$ cat config.mk
export PLATFORM = sky130hd
export DESIGN_NAME = lsu_mem_stage_flat
export DESIGN_NICKNAME = d
export VERILOG_FILES = /design/src/rtl/lsu_mem_stage_if.sv /design/src/rtl/lsu_mem_stage.sv /design/src/flat_wrapper.sv
export SDC_FILE = /design/constraint.sdc
export NUM_CORES = 1
export LEC_CHECK = 0
export BUFFER_PORTS_ARGS = -buffer_cell sky130_fd_sc_hd__buf_4
export CAP_MARGIN = 10
export CORE_MARGIN = 4
export CORE_UTILIZATION = 35
export CTS_BUF_LIST = sky130_fd_sc_hd__clkbuf_16
export CTS_CLUSTER_SIZE = 16
export DETAILED_ROUTE_END_ITERATION = 16
export SETUP_SLACK_MARGIN = 0.05
export SYNTH_ARGS = -nofsm -noshare
export SYNTH_HDL_FRONTEND = slang
export SYNTH_SLANG_ARGS = --single-unit
$ cat constraint.sdc
create_clock -name clk -period 1.7 [get_ports clk]
set_clock_uncertainty 0.05 [all_clocks]
set_input_delay 0.085 -clock clk [delete_from_list [all_inputs] [get_ports clk]]
set_output_delay 0.085 -clock clk [all_outputs]
set_load 0.01 [all_outputs]
$ cat src/rtl/lsu_mem_stage_if.sv
// -----------------------------------------------------------------------------
// lsu_mem_stage_if
// Data-memory bus between the load/store stage and the data memory.
// The bus uses a valid/ready handshake. The master holds mem_req and every
// request field stable until the slave raises mem_ready for one cycle.
//   mem_req    master -> slave  access request
//   mem_we     master -> slave  1 = write, 0 = read
//   mem_addr   master -> slave  word-aligned byte address
//   mem_be     master -> slave  byte-lane enables
//   mem_wdata  master -> slave  lane-aligned store data
//   mem_ready  slave  -> master access accepted/completed this cycle
//   mem_rdata  slave  -> master read word, valid with mem_ready
// -----------------------------------------------------------------------------
interface lsu_mem_stage_if;
  logic        mem_req;
  logic        mem_we;
  logic [31:0] mem_addr;
  logic [3:0]  mem_be;
  logic [31:0] mem_wdata;
  logic        mem_ready;
  logic [31:0] mem_rdata;

  modport master (
    output mem_req,
    output mem_we,
    output mem_addr,
    output mem_be,
    output mem_wdata,
    input  mem_ready,
    input  mem_rdata
  );

  modport slave (
    input  mem_req,
    input  mem_we,
    input  mem_addr,
    input  mem_be,
    input  mem_wdata,
    output mem_ready,
    output mem_rdata
  );
endinterface

$ cat src/rtl/lsu_mem_stage.sv
// -----------------------------------------------------------------------------
// lsu_mem_stage
// This is the memory-access stage, placed after the execute stage. It performs
// RISC-V byte, half and word loads and stores over the data bus. It holds the
// pipeline with stall while an access is outstanding. It also presents a
// registered write-back bundle with an exception code.
//
// Ports
//   clk, rst       clock and synchronous active-high reset
//   ex_*           instruction bundle from the execute stage
//   flush          kills the instruction presented this cycle
//   stall          upstream must hold its outputs (state is WAIT)
//   bus            data-memory bus (master side)
//   wb_valid       one-cycle pulse per accepted instruction
//   wb_regw/rd     register-file write enable and destination
//   wb_data        write-back value
//   wb_exc         00 none, 01 misaligned, 10 timeout, 11 illegal
//
// Parameter
//   MAX_WAIT       Number of cycles with mem_ready low that the stage waits
//                  before it aborts the access (1..255).
// -----------------------------------------------------------------------------
module lsu_mem_stage #(
  parameter int MAX_WAIT = 16
) (
  input  logic                   clk,
  input  logic                   rst,
  input  logic                   ex_valid,
  input  logic                   flush,
  input  logic                   ex_memr,
  input  logic                   ex_memw,
  input  logic                   ex_mem2reg,
  input  logic                   ex_regw,
  input  logic [2:0]             ex_funct3,
  input  logic [31:0]            ex_alu_result,
  input  logic [31:0]            ex_rs2_data,
  input  logic [4:0]             ex_rd,
  output logic                   stall,
  lsu_mem_stage_if.master        bus,
  output logic                   wb_valid,
  output logic                   wb_regw,
  output logic [4:0]             wb_rd,
  output logic [31:0]            wb_data,
  output logic [1:0]             wb_exc
);

  localparam logic [0:0] ST_IDLE = 1'b0;
  localparam logic [0:0] ST_WAIT = 1'b1;

  localparam logic [1:0] EXC_NONE     = 2'b00;
  localparam logic [1:0] EXC_MISALIGN = 2'b01;
  localparam logic [1:0] EXC_TIMEOUT  = 2'b10;
  localparam logic [1:0] EXC_ILLEGAL  = 2'b11;

  // The last WAIT cycle that is allowed before the access is aborted.
  localparam logic [7:0] LAST_WAIT = 8'(MAX_WAIT - 1);

  logic [0:0]  state_r;
  logic [7:0]  wait_cnt_r;

  // These fields are captured when the access starts. The completion cycle
  // needs them, and by then the execute stage may have moved on.
  logic        cap_load_r;
  logic        cap_regw_r;
  logic        cap_mem2reg_r;
  logic [2:0]  cap_funct3_r;
  logic [1:0]  cap_lane_r;
  logic [31:0] cap_alu_r;
  logic [4:0]  cap_rd_r;

  logic        accept_s;
  logic        is_mem_s;
  logic        illegal_s;
  logic        misalign_s;
  logic [31:0] load_data_s;

  // A load may use only LB/LH/LW/LBU/LHU. A store may use only SB/SH/SW.
  // An op cannot be both a load and a store.
  function automatic logic is_illegal(input logic memr, input logic memw,
                                      input logic [2:0] funct3);
    logic bad;
    if (memr && memw) begin
      bad = 1'b1;
    end else if (memr) begin
      case (funct3)
        3'b000, 3'b001, 3'b010, 3'b100, 3'b101: bad = 1'b0;
        default:                                bad = 1'b1;
      endcase
    end else if (memw) begin
      case (funct3)
        3'b000, 3'b001, 3'b010: bad = 1'b0;
        default:                bad = 1'b1;
      endcase
    end else begin
      bad = 1'b0;
    end
    return bad;
  endfunction

  // funct3[1:0] gives the access size. 00 is a byte, 01 a half, 10 a word.
  function automatic logic is_misaligned(input logic [2:0] funct3,
                                         input logic [1:0] lane);
    logic bad;
    case (funct3[1:0])
      2'b01:   bad = lane[0];
      2'b10:   bad = (lane != 2'b00);
      default: bad = 1'b0;
    endcase
    return bad;
  endfunction

  function automatic logic [3:0] byte_enables(input logic [2:0] funct3,
                                              input logic [1:0] lane);
    logic [3:0] be;
    case (funct3[1:0])
      2'b00:   be = 4'b0001 << lane;
      2'b01:   be = lane[1] ? 4'b1100 : 4'b0011;
      2'b10:   be = 4'b1111;
      default: be = 4'b0000;
    endcase
    return be;
  endfunction

  // The store data is replicated across all lanes. The memory then picks the
  // correct lane using only the byte enables.
  function automatic logic [31:0] store_data(input logic [2:0] funct3,
                                             input logic [31:0] rs2);
    logic [31:0] wdata;
    case (funct3[1:0])
      2'b00:   wdata = {4{rs2[7:0]}};
      2'b01:   wdata = {2{rs2[15:0]}};
      2'b10:   wdata = rs2;
      default: wdata = 32'h0000_0000;
    endcase
    return wdata;
  endfunction

  // Shift the addressed lane down to bit 0, then sign- or zero-extend it.
  function automatic logic [31:0] load_extract(input logic [31:0] word,
                                               input logic [2:0] funct3,
                                               input logic [1:0] lane);
    logic [31:0] shifted;
    logic [31:0] result;
    shifted = word >> {lane, 3'b000};
    case (funct3)
      3'b000:  result = {{24{shifted[7]}}, shifted[7:0]};
      3'b001:  result = {{16{shifted[15]}}, shifted[15:0]};
      3'b010:  result = word;
      3'b100:  result = {24'h00_0000, shifted[7:0]};
      3'b101:  result = {16'h0000, shifted[15:0]};
      default: result = 32'h0000_0000;
    endcase
    return result;
  endfunction

  // Decode the instruction presented in IDLE, and align the returned read data.
  always_comb begin
    accept_s    = ex_valid & ~flush;
    is_mem_s    = ex_memr | ex_memw;
    illegal_s   = is_illegal(ex_memr, ex_memw, ex_funct3);
    misalign_s  = is_misaligned(ex_funct3, ex_alu_result[1:0]);
    load_data_s = load_extract(bus.mem_rdata, cap_funct3_r, cap_lane_r);
  end

  // The pipeline is held for the whole time an access is outstanding.
  always_comb begin
    stall = (state_r == ST_WAIT);
  end

  // Control FSM, bus request registers, captured op and write-back bundle.
  always_ff @(posedge clk) begin
    if (rst) begin
      state_r       <= ST_IDLE;
      wait_cnt_r    <= 8'd0;
      cap_load_r    <= 1'b0;
      cap_regw_r    <= 1'b0;
      cap_mem2reg_r <= 1'b0;
      cap_funct3_r  <= 3'b000;
      cap_lane_r    <= 2'b00;
      cap_alu_r     <= 32'h0000_0000;
      cap_rd_r      <= 5'd0;
      bus.mem_req   <= 1'b0;
      bus.mem_we    <= 1'b0;
      bus.mem_addr  <= 32'h0000_0000;
      bus.mem_be    <= 4'b0000;
      bus.mem_wdata <= 32'h0000_0000;
      wb_valid      <= 1'b0;
      wb_regw       <= 1'b0;
      wb_rd         <= 5'd0;
      wb_data       <= 32'h0000_0000;
      wb_exc        <= EXC_NONE;
    end else begin
      // The write-back bundle is a single-cycle pulse. It is quiet unless a
      // branch below fires it.
      wb_valid <= 1'b0;
      wb_regw  <= 1'b0;
      wb_rd    <= 5'd0;
      wb_data  <= 32'h0000_0000;
      wb_exc   <= EXC_NONE;

      case (state_r)
        ST_IDLE: begin
          if (accept_s) begin
            if (!is_mem_s) begin
              wb_valid <= 1'b1;
              wb_regw  <= ex_regw;
              wb_rd    <= ex_rd;
              wb_data  <= ex_alu_result;
            end else if (illegal_s) begin
              wb_valid <= 1'b1;
              wb_rd    <= ex_rd;
              wb_exc   <= EXC_ILLEGAL;
            end else if (misalign_s) begin
              wb_valid <= 1'b1;
              wb_rd    <= ex_rd;
              wb_exc   <= EXC_MISALIGN;
            end else begin
              state_r       <= ST_WAIT;
              wait_cnt_r    <= 8'd0;
              bus.mem_req   <= 1'b1;
              bus.mem_we    <= ex_memw;
              bus.mem_addr  <= {ex_alu_result[31:2], 2'b00};
              bus.mem_be    <= byte_enables(ex_funct3, ex_alu_result[1:0]);
              bus.mem_wdata <= store_data(ex_funct3, ex_rs2_data);
              cap_load_r    <= ex_memr;
              cap_regw_r    <= ex_regw;
              cap_mem2reg_r <= ex_mem2reg;
              cap_funct3_r  <= ex_funct3;
              cap_lane_r    <= ex_alu_result[1:0];
              cap_alu_r     <= ex_alu_result;
              cap_rd_r      <= ex_rd;
            end
          end
        end

        ST_WAIT: begin
          // If ready arrives on the last allowed cycle, the access completes
          // normally and no timeout is reported.
          if (bus.mem_ready) begin
            state_r     <= ST_IDLE;
            wait_cnt_r  <= 8'd0;
            bus.mem_req <= 1'b0;
            wb_valid    <= 1'b1;
            wb_rd       <= cap_rd_r;
            if (cap_load_r) begin
              wb_regw <= cap_regw_r;
              wb_data <= cap_mem2reg_r ? load_data_s : cap_alu_r;
            end
          end else if (wait_cnt_r == LAST_WAIT) begin
            state_r     <= ST_IDLE;
            wait_cnt_r  <= 8'd0;
            bus.mem_req <= 1'b0;
            wb_valid    <= 1'b1;
            wb_rd       <= cap_rd_r;
            wb_exc      <= EXC_TIMEOUT;
          end else begin
            wait_cnt_r <= wait_cnt_r + 8'd1;
          end
        end

        default: begin
          state_r     <= ST_IDLE;
          wait_cnt_r  <= 8'd0;
          bus.mem_req <= 1'b0;
        end
      endcase
    end
  end

endmodule

$ cat src/flat_wrapper.sv
// flat-port wrapper written by rule: the top's interface ports become plain ports
module lsu_mem_stage_flat 
#(
  parameter int MAX_WAIT = 16
)
  (clk, rst, ex_valid, flush, ex_memr, ex_memw, ex_mem2reg, ex_regw, ex_funct3, ex_alu_result, ex_rs2_data, ex_rd, stall, wb_valid, wb_regw, wb_rd, wb_data, wb_exc, bus_mem_req, bus_mem_we, bus_mem_addr, bus_mem_be, bus_mem_wdata, bus_mem_ready, bus_mem_rdata);
  lsu_mem_stage_if bus_i ();
  input  logic clk;
  input  logic rst;
  input  logic ex_valid;
  input  logic flush;
  input  logic ex_memr;
  input  logic ex_memw;
  input  logic ex_mem2reg;
  input  logic ex_regw;
  input  logic [2:0] ex_funct3;
  input  logic [31:0] ex_alu_result;
  input  logic [31:0] ex_rs2_data;
  input  logic [4:0] ex_rd;
  output logic stall;
  output logic wb_valid;
  output logic wb_regw;
  output logic [4:0] wb_rd;
  output logic [31:0] wb_data;
  output logic [1:0] wb_exc;
  output wire logic [$bits(bus_i.mem_req)-1:0] bus_mem_req;
  output wire logic [$bits(bus_i.mem_we)-1:0] bus_mem_we;
  output wire logic [$bits(bus_i.mem_addr)-1:0] bus_mem_addr;
  output wire logic [$bits(bus_i.mem_be)-1:0] bus_mem_be;
  output wire logic [$bits(bus_i.mem_wdata)-1:0] bus_mem_wdata;
  input wire logic [$bits(bus_i.mem_ready)-1:0] bus_mem_ready;
  input wire logic [$bits(bus_i.mem_rdata)-1:0] bus_mem_rdata;
  assign bus_mem_req = bus_i.mem_req;
  assign bus_mem_we = bus_i.mem_we;
  assign bus_mem_addr = bus_i.mem_addr;
  assign bus_mem_be = bus_i.mem_be;
  assign bus_mem_wdata = bus_i.mem_wdata;
  assign bus_i.mem_ready = bus_mem_ready;
  assign bus_i.mem_rdata = bus_mem_rdata;
  lsu_mem_stage #(.MAX_WAIT(MAX_WAIT)) u_core (.clk(clk), .rst(rst), .ex_valid(ex_valid), .flush(flush), .ex_memr(ex_memr), .ex_memw(ex_memw), .ex_mem2reg(ex_mem2reg), .ex_regw(ex_regw), .ex_funct3(ex_funct3), .ex_alu_result(ex_alu_result), .ex_rs2_data(ex_rs2_data), .ex_rd(ex_rd), .stall(stall), .bus(bus_i), .wb_valid(wb_valid), .wb_regw(wb_regw), .wb_rd(wb_rd), .wb_data(wb_data), .wb_exc(wb_exc));
endmodule
==> impl_metrics.env, run 1 <==
export IMPL_grt_pass1_vias=7138
export IMPL_instances_no_fill=1332
export IMPL_use_met2_pct=35.8
export IMPL_syn_area_mm2=0.00669
export IMPL_grt_pass1_wl_um=38800
export IMPL_setup_viol=0
export IMPL_cts_tree="built"
export IMPL_portBuffers=222
export IMPL_holdWs_ns=0.0175
export IMPL_clk_pin_slew_ns=0.06
export IMPL_rows=50
export IMPL_chipWidth_um=146
export IMPL_crit_end="u_core.wb_data[16]$_SDFF_PP0_"
export IMPL_nNetsFinal=1204
export IMPL_cts_sink_count=131
export IMPL_reg2reg_from="u_core.cap_lane_r[0]$_SDFFE_PP0P_"
export IMPL_critPathLaunchType="register"
export IMPL_first_pass_iters=5
export IMPL_cp_depth=6
export IMPL_p_per_area_mw_per_mm2=793
export IMPL_overflow=0
export IMPL_num_io_pins=225
export IMPL_cpLargestDelayFamily="compound AO/OA/AOI/OAI gates"
export IMPL_use_met1_pct=29.1
export IMPL_p_int_uw=5900
export IMPL_leakagePower_uw=0.00409
export IMPL_critPathCaptureType="register"
export IMPL_drtIter0Drc=561
export IMPL_routedWlPerCell_um=18.7
export IMPL_globalRouteMet3Util_pct=5.52
export IMPL_place_congestion=0.900
export IMPL_synth_avg_cell_area_um2=8.32
export IMPL_startpoint="u_core.cap_lane_r[0]$_SDFFE_PP0P_"
export IMPL_cp_slowest_cell="dfxtp_4"
export IMPL_min_period_over_period_pct=96.3
export IMPL_fp_dieH_um=146
export IMPL_grt_max_degree=106
export IMPL_clock_path_buffers=2
export IMPL_finalCriticalPeriod_ns=1.64
export IMPL_pwr_share_seq_pct=39.1
export IMPL_outcome="finished, final reports clean"
export IMPL_crit_chain="buf_6 > mux2i_2 > mux2i_1 > o211ai_1 > buf_4 > a311oi_1"
export IMPL_cts_buffers_inserted=17
export IMPL_cp_num_buf_inv=2
export IMPL_ys_seq_area_share_pct=39.2
export IMPL_reg2reg_slack_ns=0.06
export IMPL_synth_cell_type_count=55
export IMPL_pwr_share_clk_pct=42.7
export IMPL_grt_most_used_layer="met2"
export IMPL_rr_endpoint="u_core.wb_data[16]$_SDFF_PP0_"
export IMPL_grt_antenna_before_repair=0
export IMPL_finalWorstSetupSlack_ns=0.0632
export IMPL_ys_ff_latch=131
export IMPL_dpl_worst_slack_ns=-0.155
export IMPL_synthFlopType="dfxtp_1"
export IMPL_root_buffer="clkbuf_16"
export IMPL_routed_via_density=5.60
export IMPL_cap_viol_max_count=0
export IMPL_ys_warn_count=0
export IMPL_hold_viol=0
export IMPL_area_growth_pct=54.6
export IMPL_via_count=7455
export IMPL_synth_top_cell_by_area="dfxtp_1"
export IMPL_drc=0
export IMPL_peakVddDrop_mv=0.687
export IMPL_power_switching_uw=2300
export IMPL_worst_hold_path_type="in2reg"
export IMPL_syn_inst=804
export IMPL_clock_latency_ns=0.42
export IMPL_track_usage_pct=22.1
export IMPL_synth_area_top_cells="dfxtp_1 39%, a21oi_1 9.0%, o21ai_0 6.4%, buf_4 3.7%, nand3_1 3.7%"
export IMPL_swShare_pct=28.0
export IMPL_stdcell_area_mm2=0.0103
export IMPL_max_slew_margin_pct=56.1
export IMPL_wl_um=25000
export IMPL_async_flop_share_pct=0
export IMPL_core_mm2=0.0188
export IMPL_cp_max_fo=8
export IMPL_synth_edf_count=0
export IMPL_max_freq_ghz=0.611
export IMPL_cp_required_ns=1.93
export IMPL_arrival_ns=1.87
export IMPL_post_dp_cell_area_mm2=0.00875
export IMPL_crit_type="reg2reg"
export IMPL_yosysTopAreaCellShare_pct=39.2
export IMPL_power_frac_comb_pct=18.2
export IMPL_drive_gt1_share_pct=34.8
export IMPL_max_stage_delay_ns=0.37
export IMPL_dp_cells=1219
export IMPL_h_tree_depth=4
export IMPL_antenna_left=0
export IMPL_place_hpwl_um=17200
export IMPL_slew_violations=0
export IMPL_r2r_cells=6
export IMPL_tightest_slew_ns=0.658
export IMPL_start_util_pct=35.6
export IMPL_rsz0062_at_grt="yes"
export IMPL_fp_dieArea_mm2=0.0214
export IMPL_diodes=0
## synth_stat cells (all sizes together), types with 6 or more instances
cell type	count
nand3	49
a21oi	120
a22oi	25
a221oi	8
mux4	7
nand3b	17
a31oi	24
clkbuf	48
ha	6
buf	61
nand2b	20
nor2b	27
nor2	19
a211oi	29
inv	7
dfxtp	131
nand4	11
a21o	7
o21ai	87
nand2	30
a311oi	20
## worst register-to-register path: cells and delay by family (launching register included)
kind / cells / cell delay [ns]
flip-flops: 1 / 0.37
buffers and inverters: 2 / 0.37
AO/OA/AOI/OAI: 2 / 0.39
multiplexers: 2 / 0.33
## worst min path at each step
stage,start,end,slack (ns),cells past startpoint
floorplan,ex_memw,u_core.cap_load_r$_SDFFE_PP0P_,0.13,1
global placement,ex_alu_result[3],u_core.wb_data[3]$_SDFF_PP0_,0.24,2
detailed placement,ex_alu_result[3],u_core.wb_data[3]$_SDFF_PP0_,0.24,2
CTS,ex_rs2_data[20],u_core.bus.mem_wdata[20]$_SDFFE_PP0P_,0.007,3
global route,ex_rs2_data[20],u_core.bus.mem_wdata[20]$_SDFFE_PP0P_,0.003,3
finish,ex_rs2_data[17],u_core.bus.mem_wdata[17]$_SDFFE_PP0P_,0.02,3
## flip-flops by register name (all words and copies together), names as in the netlist, 2 cells and up
signal / flops
u_core.wb_data: 32
u_core.bus.mem_be: 4
u_core.wb_exc: 2
u_core.cap_funct3_r: 3
u_core.bus.mem_wdata: 32
u_core.wb_rd: 5
u_core.cap_rd_r: 5
u_core.cap_alu_r: 31
u_core.wait_cnt_r: 8
## final cells by class
type | instances | area (um^2)
well taps | 234 | 293
clock inverters | 15 | 133
clock buffers | 17 | 425
fillers | 1704 | 8420
repair buffers | 369 | 3110
inverters | 7 | 26.3
multi-input cells | 559 | 3730
flip-flops and latches | 131 | 2630
## cells by family after synthesis
family,after synthesis,synth area share [%]
other,1,0.0561
adder cells (fa/ha/maj),6,1.12
multiplexers,11,2.95
buffers and inverters,116,8.72
flip-flops,131,39.2
AND/OR/NAND/NOR,197,16.4
AO/OA/AOI/OAI,342,31.5
## metrics by stage
stage | setup TNS, ns | power (uW) | util, %
floorplan | 0 | 3880 | -
global placement | -5.78 | 4510 | 46.6
detailed placement | -9.70 | 4510 | 46.6
CTS | 0 | 8170 | 53.8
global route | 0 | 8500 | 55.1
finish | 0 | 8210 | 55.1
## repair_timing
item                       4_1_cts  5_1_grt
gates cloned                     0        3
buffers inserted                 1        2
resized for setup               10       50
hold buffers                    75        0
hold endpoints to repair       108        0
pin swaps                        1       12
setup endpoints to repair       80      118
## layer usage
layer	up-vias	part of all wire (%)
met3	44	7.5
met1	3546	43
met5	-	0
met2	321	47
li1	3544	-
met4	0	2.4
## power groups by stage
stage / sequential (uW) / clock [uW] / combinational (uW)
2_1_floorplan: 3290 / 0 / 592
3_3_place_gp: 3280 / 0 / 1230
3_5_place_dp: 3270 / 0 / 1240
4_1_cts: 3210 / 3560 / 1400
5_1_grt: 3220 / 3690 / 1590
6_report: 3210 / 3510 / 1490
## layout by cell type (no fill, tap or decap), drive strengths merged, types with 2 or more instances in the layout
| cell type | n |
|---|---|
| a2111o | 2 |
| a211oi | 29 |
| a21o | 7 |
| a21oi | 121 |
| a221oi | 8 |
| a22o | 5 |
| a22oi | 25 |
| a311oi | 20 |
| a31oi | 24 |
| a41oi | 3 |
| and2 | 3 |
| and3 | 4 |
| buf | 293 |
| clkbuf | 18 |
| clkinv | 7 |
| clkinvlp | 3 |
| conb | 2 |
| dfxtp | 131 |
| dlygate4sd3 | 74 |
| ha | 6 |
| inv | 11 |
| mux2i | 4 |
| mux4 | 7 |
| nand2 | 30 |
| nand2b | 20 |
| nand3 | 49 |
| nand3b | 17 |
| nand4 | 11 |
| nor2 | 19 |
| nor2b | 27 |
| nor3b | 4 |
| o211ai | 3 |
| o21a | 2 |
| o21ai | 87 |
| or2 | 4 |
| or3b | 3 |
Note: power is estimated with default switching activity, not from simulation.
==> run 2, diff against run 1 <==
--- a/config.mk
+++ b/config.mk
@@ -9,7 +9,7 @@
 export CAP_MARGIN = 10
 export CORE_MARGIN = 4
 export CORE_UTILIZATION = 35
-export CTS_BUF_LIST = sky130_fd_sc_hd__clkbuf_16
+export CTS_BUF_LIST = sky130_fd_sc_hd__clkbuf_8
 export CTS_CLUSTER_SIZE = 16
 export DETAILED_ROUTE_END_ITERATION = 16
 export SETUP_SLACK_MARGIN = 0.05
==> constraint.sdc (replaced) <==
create_clock -name clk -period 1.7 [get_ports clk]
set_clock_uncertainty 0.05 [all_clocks]
set_input_delay 0.255 -clock clk [delete_from_list [all_inputs] [get_ports clk]]
set_output_delay 0.255 -clock clk [all_outputs]
set_load 0.01 [all_outputs]
==> impl_metrics.env, run 2 (synthesized netlist as in run 1, its figures left out) <==
export IMPL_place_hpwl_um=17400
export IMPL_drc=0
export IMPL_cap_viol_max_count=0
export IMPL_hold_start="ex_alu_result[14]"
export IMPL_min_to="u_core.cap_alu_r[14]$_SDFFE_PP0P_"
export IMPL_fp_dieArea_mm2=0.0214
export IMPL_worst_hold_path_type="in2reg"
export IMPL_total_power_uw=7440
export IMPL_cp_max_fo=8
export IMPL_clk_pin_slew_ns=0.08
export IMPL_grt_max_degree=72
export IMPL_max_slew_margin_pct=58.8
export IMPL_final_cell_mix="285 x buf_4, 128 x dfxtp_1, 100 x a21oi_1, 35 x o21ai_1, 33 x nand3_1"
export IMPL_slew_violations=0
export IMPL_cts_sink_count=131
export IMPL_first_pass_iters=6
export IMPL_outcome="finished, final reports clean"
export IMPL_hold_viol=0
export IMPL_drtIter0Drc=606
export IMPL_num_fill_cells=1778
export IMPL_p_int_uw=5280
export IMPL_grt_pass1_vias=6791
export IMPL_core_mm2=0.0188
export IMPL_nNetsFinal=1164
export IMPL_pwr_share_clk_pct=35.7
export IMPL_finalWorstSetupSlack_ns=0.0250
export IMPL_drive_gt1_share_pct=43.3
export IMPL_cp_required_ns=1.96
export IMPL_routed_via_density=5.69
export IMPL_place_congestion=0.854
export IMPL_power_frac_comb_pct=21.2
export IMPL_layout_commonest_cell="buf_4"
export IMPL_finalCriticalPeriod_ns=1.67
export IMPL_via_count=7340
export IMPL_routedWlPerCell_um=20.0
export IMPL_cts_tree="built"
export IMPL_multi_input_area_mm2=0.00404
export IMPL_clock_path_buffers=2
export IMPL_rows=50
export IMPL_cts_buffers_inserted=17
export IMPL_arrival_ns=1.93
export IMPL_largest_registers="u_core.bus.mem_wdata x32, u_core.wb_data x32, u_core.cap_alu_r x31"
export IMPL_h_tree_depth=4
export IMPL_setup_viol=0
export IMPL_wl_um=25900
export IMPL_swShare_pct=29.0
export IMPL_num_io_pins=225
export IMPL_regArea_mm2=0.00263
export IMPL_clock_latency_ns=0.45
export IMPL_p_per_area_mw_per_mm2=728
export IMPL_rr_endpoint="u_core.wb_data[26]$_SDFF_PP0_"
export IMPL_peakVddDrop_mv=0.500
export IMPL_track_usage_pct=21.8
export IMPL_dpl_worst_slack_ns=-0.364
export IMPL_grt_pass1_wl_um=37600
export IMPL_max_freq_ghz=0.597
export IMPL_power_switching_uw=2160
export IMPL_pwr_share_seq_pct=43.1
export IMPL_post_dp_cell_area_mm2=0.00886
export IMPL_whs_path_depth=3
export IMPL_leakagePower_uw=0.00395
export IMPL_critPathLaunchType="register"
export IMPL_portBuffers=222
export IMPL_reg2reg_slack_ns=0.03
export IMPL_crit_type="reg2reg"
export IMPL_area_growth_pct=52.8
export IMPL_rsz0062_at_grt="yes"
export IMPL_min_period_over_period_pct=98.5
export IMPL_fp_dieH_um=146
export IMPL_chipWidth_um=146
export IMPL_diodes=0
export IMPL_grt_antenna_before_repair=0
export IMPL_antenna_left=0
export IMPL_r2r_cells=6
export IMPL_root_buffer="clkbuf_8"
export IMPL_overflow=0
export IMPL_stdcell_area_mm2=0.0102
export IMPL_critPathCaptureType="register"
export IMPL_start_util_pct=35.6
export IMPL_reg2reg_from="u_core.cap_lane_r[0]$_SDFFE_PP0P_"
export IMPL_tightest_slew_ns=0.616
run 2: changes by cell type in the layout (fill, tap and decap cells not counted), sizes merged:
| cell | previous run | this run |
|---|---|---|
| dlygate4sd3 | 74 | 16 |
| inv | 11 | 9 |
| buf | 293 | 309 |
| dlymetal6s4s | 1 | 0 |
| clkbuf | 18 | 24 |
| clkinv | 7 | 3 |
| clkinvlp | 3 | 4 |
| bufinv | 1 | 2 |
run 2: cell type report:
class	count	share of cell area [%]
flip-flops and latches	131	25.7
clock inverters	11	1.10
multi-input cells	559	39.6
repair buffers	329	27.6
well taps	234	2.86
inverters	7	0.453
clock buffers	20	2.69
run 2: power groups by stage:
| stage | clock, uW | sequential [uW] | combinational, uW |
|---|---|---|---|
| 3_3_place_gp | 0 | 3280 | 1280 |
| 6_report | 2650 | 3210 | 1580 |
| 5_1_grt | 2820 | 3220 | 1670 |
| 3_5_place_dp | 0 | 3270 | 1290 |
| 2_1_floorplan | 0 | 3290 | 611 |
| 4_1_cts | 2700 | 3200 | 1340 |
run 2: worst max-delay path, stage by stage (launching register included):
cell and delay (ns):
dfxtp_4 0.37, buf_12 0.12, mux2i_4 0.27, mux2i_1 0.10
o211ai_1 0.28, buf_4 0.24, a311oi_1 0.11
run 2: worst max-delay path by stage:
stage / from / to / slack [ns]
floorplan: ex_funct3[1] / u_core.wait_cnt_r[5]$_SDFFE_PP0P_ / -0.09
global placement: ex_funct3[1] / u_core.wait_cnt_r[6]$_SDFFE_PP0P_ / -0.31
detailed placement: ex_funct3[0] / u_core.wait_cnt_r[6]$_SDFFE_PP0P_ / -0.36
CTS: u_core.stall$_SDFF_PP0_ / u_core.wb_data[24]$_SDFF_PP0_ / 0.02
global route: u_core.stall$_SDFF_PP0_ / u_core.bus.mem_wdata[12]$_SDFFE_PP0P_ / -0.05
finish: u_core.cap_lane_r[0]$_SDFFE_PP0P_ / u_core.wb_data[26]$_SDFF_PP0_ / 0.03
run 2: layer usage:
metal  GRT usage, %  up-vias  part of all wire (%)
met1           29.0     3534                    43
met5              0        -                     0
met3           5.87       18                   8.2
met4           5.03        0                   1.1
li1               -     3467                     -
met2           35.4      321                    48
run 2: timing repair:
action / 4_1_cts / 5_1_grt
hold endpoints to repair: 16 / 0
setup buffers: 2 / 9
hold buffers: 16 / 0
pin swaps: 2 / 56
gates cloned: 1 / 8
resized for setup: 11 / 170
setup endpoints to repair: 29 / 121
run 2: metrics by stage:
| stage | hold slack (ns) | setup TNS [ns] | util (%) | cells |
|---|---|---|---|---|
| 2_1_floorplan | 0.302 | -0.361 | - | 805 |
| 3_3_place_gp | 0.402 | -25.92 | 47.2 | 1224 |
| 3_5_place_dp | 0.410 | -30.23 | 47.2 | 1224 |
| 4_1_cts | 0.000377 | 0 | 50.6 | 1274 |
| 5_1_grt | 0.00762 | -1.25 | 54.5 | 1291 |
| 6_report | 0.0172 | 0 | 54.5 | 1291 |
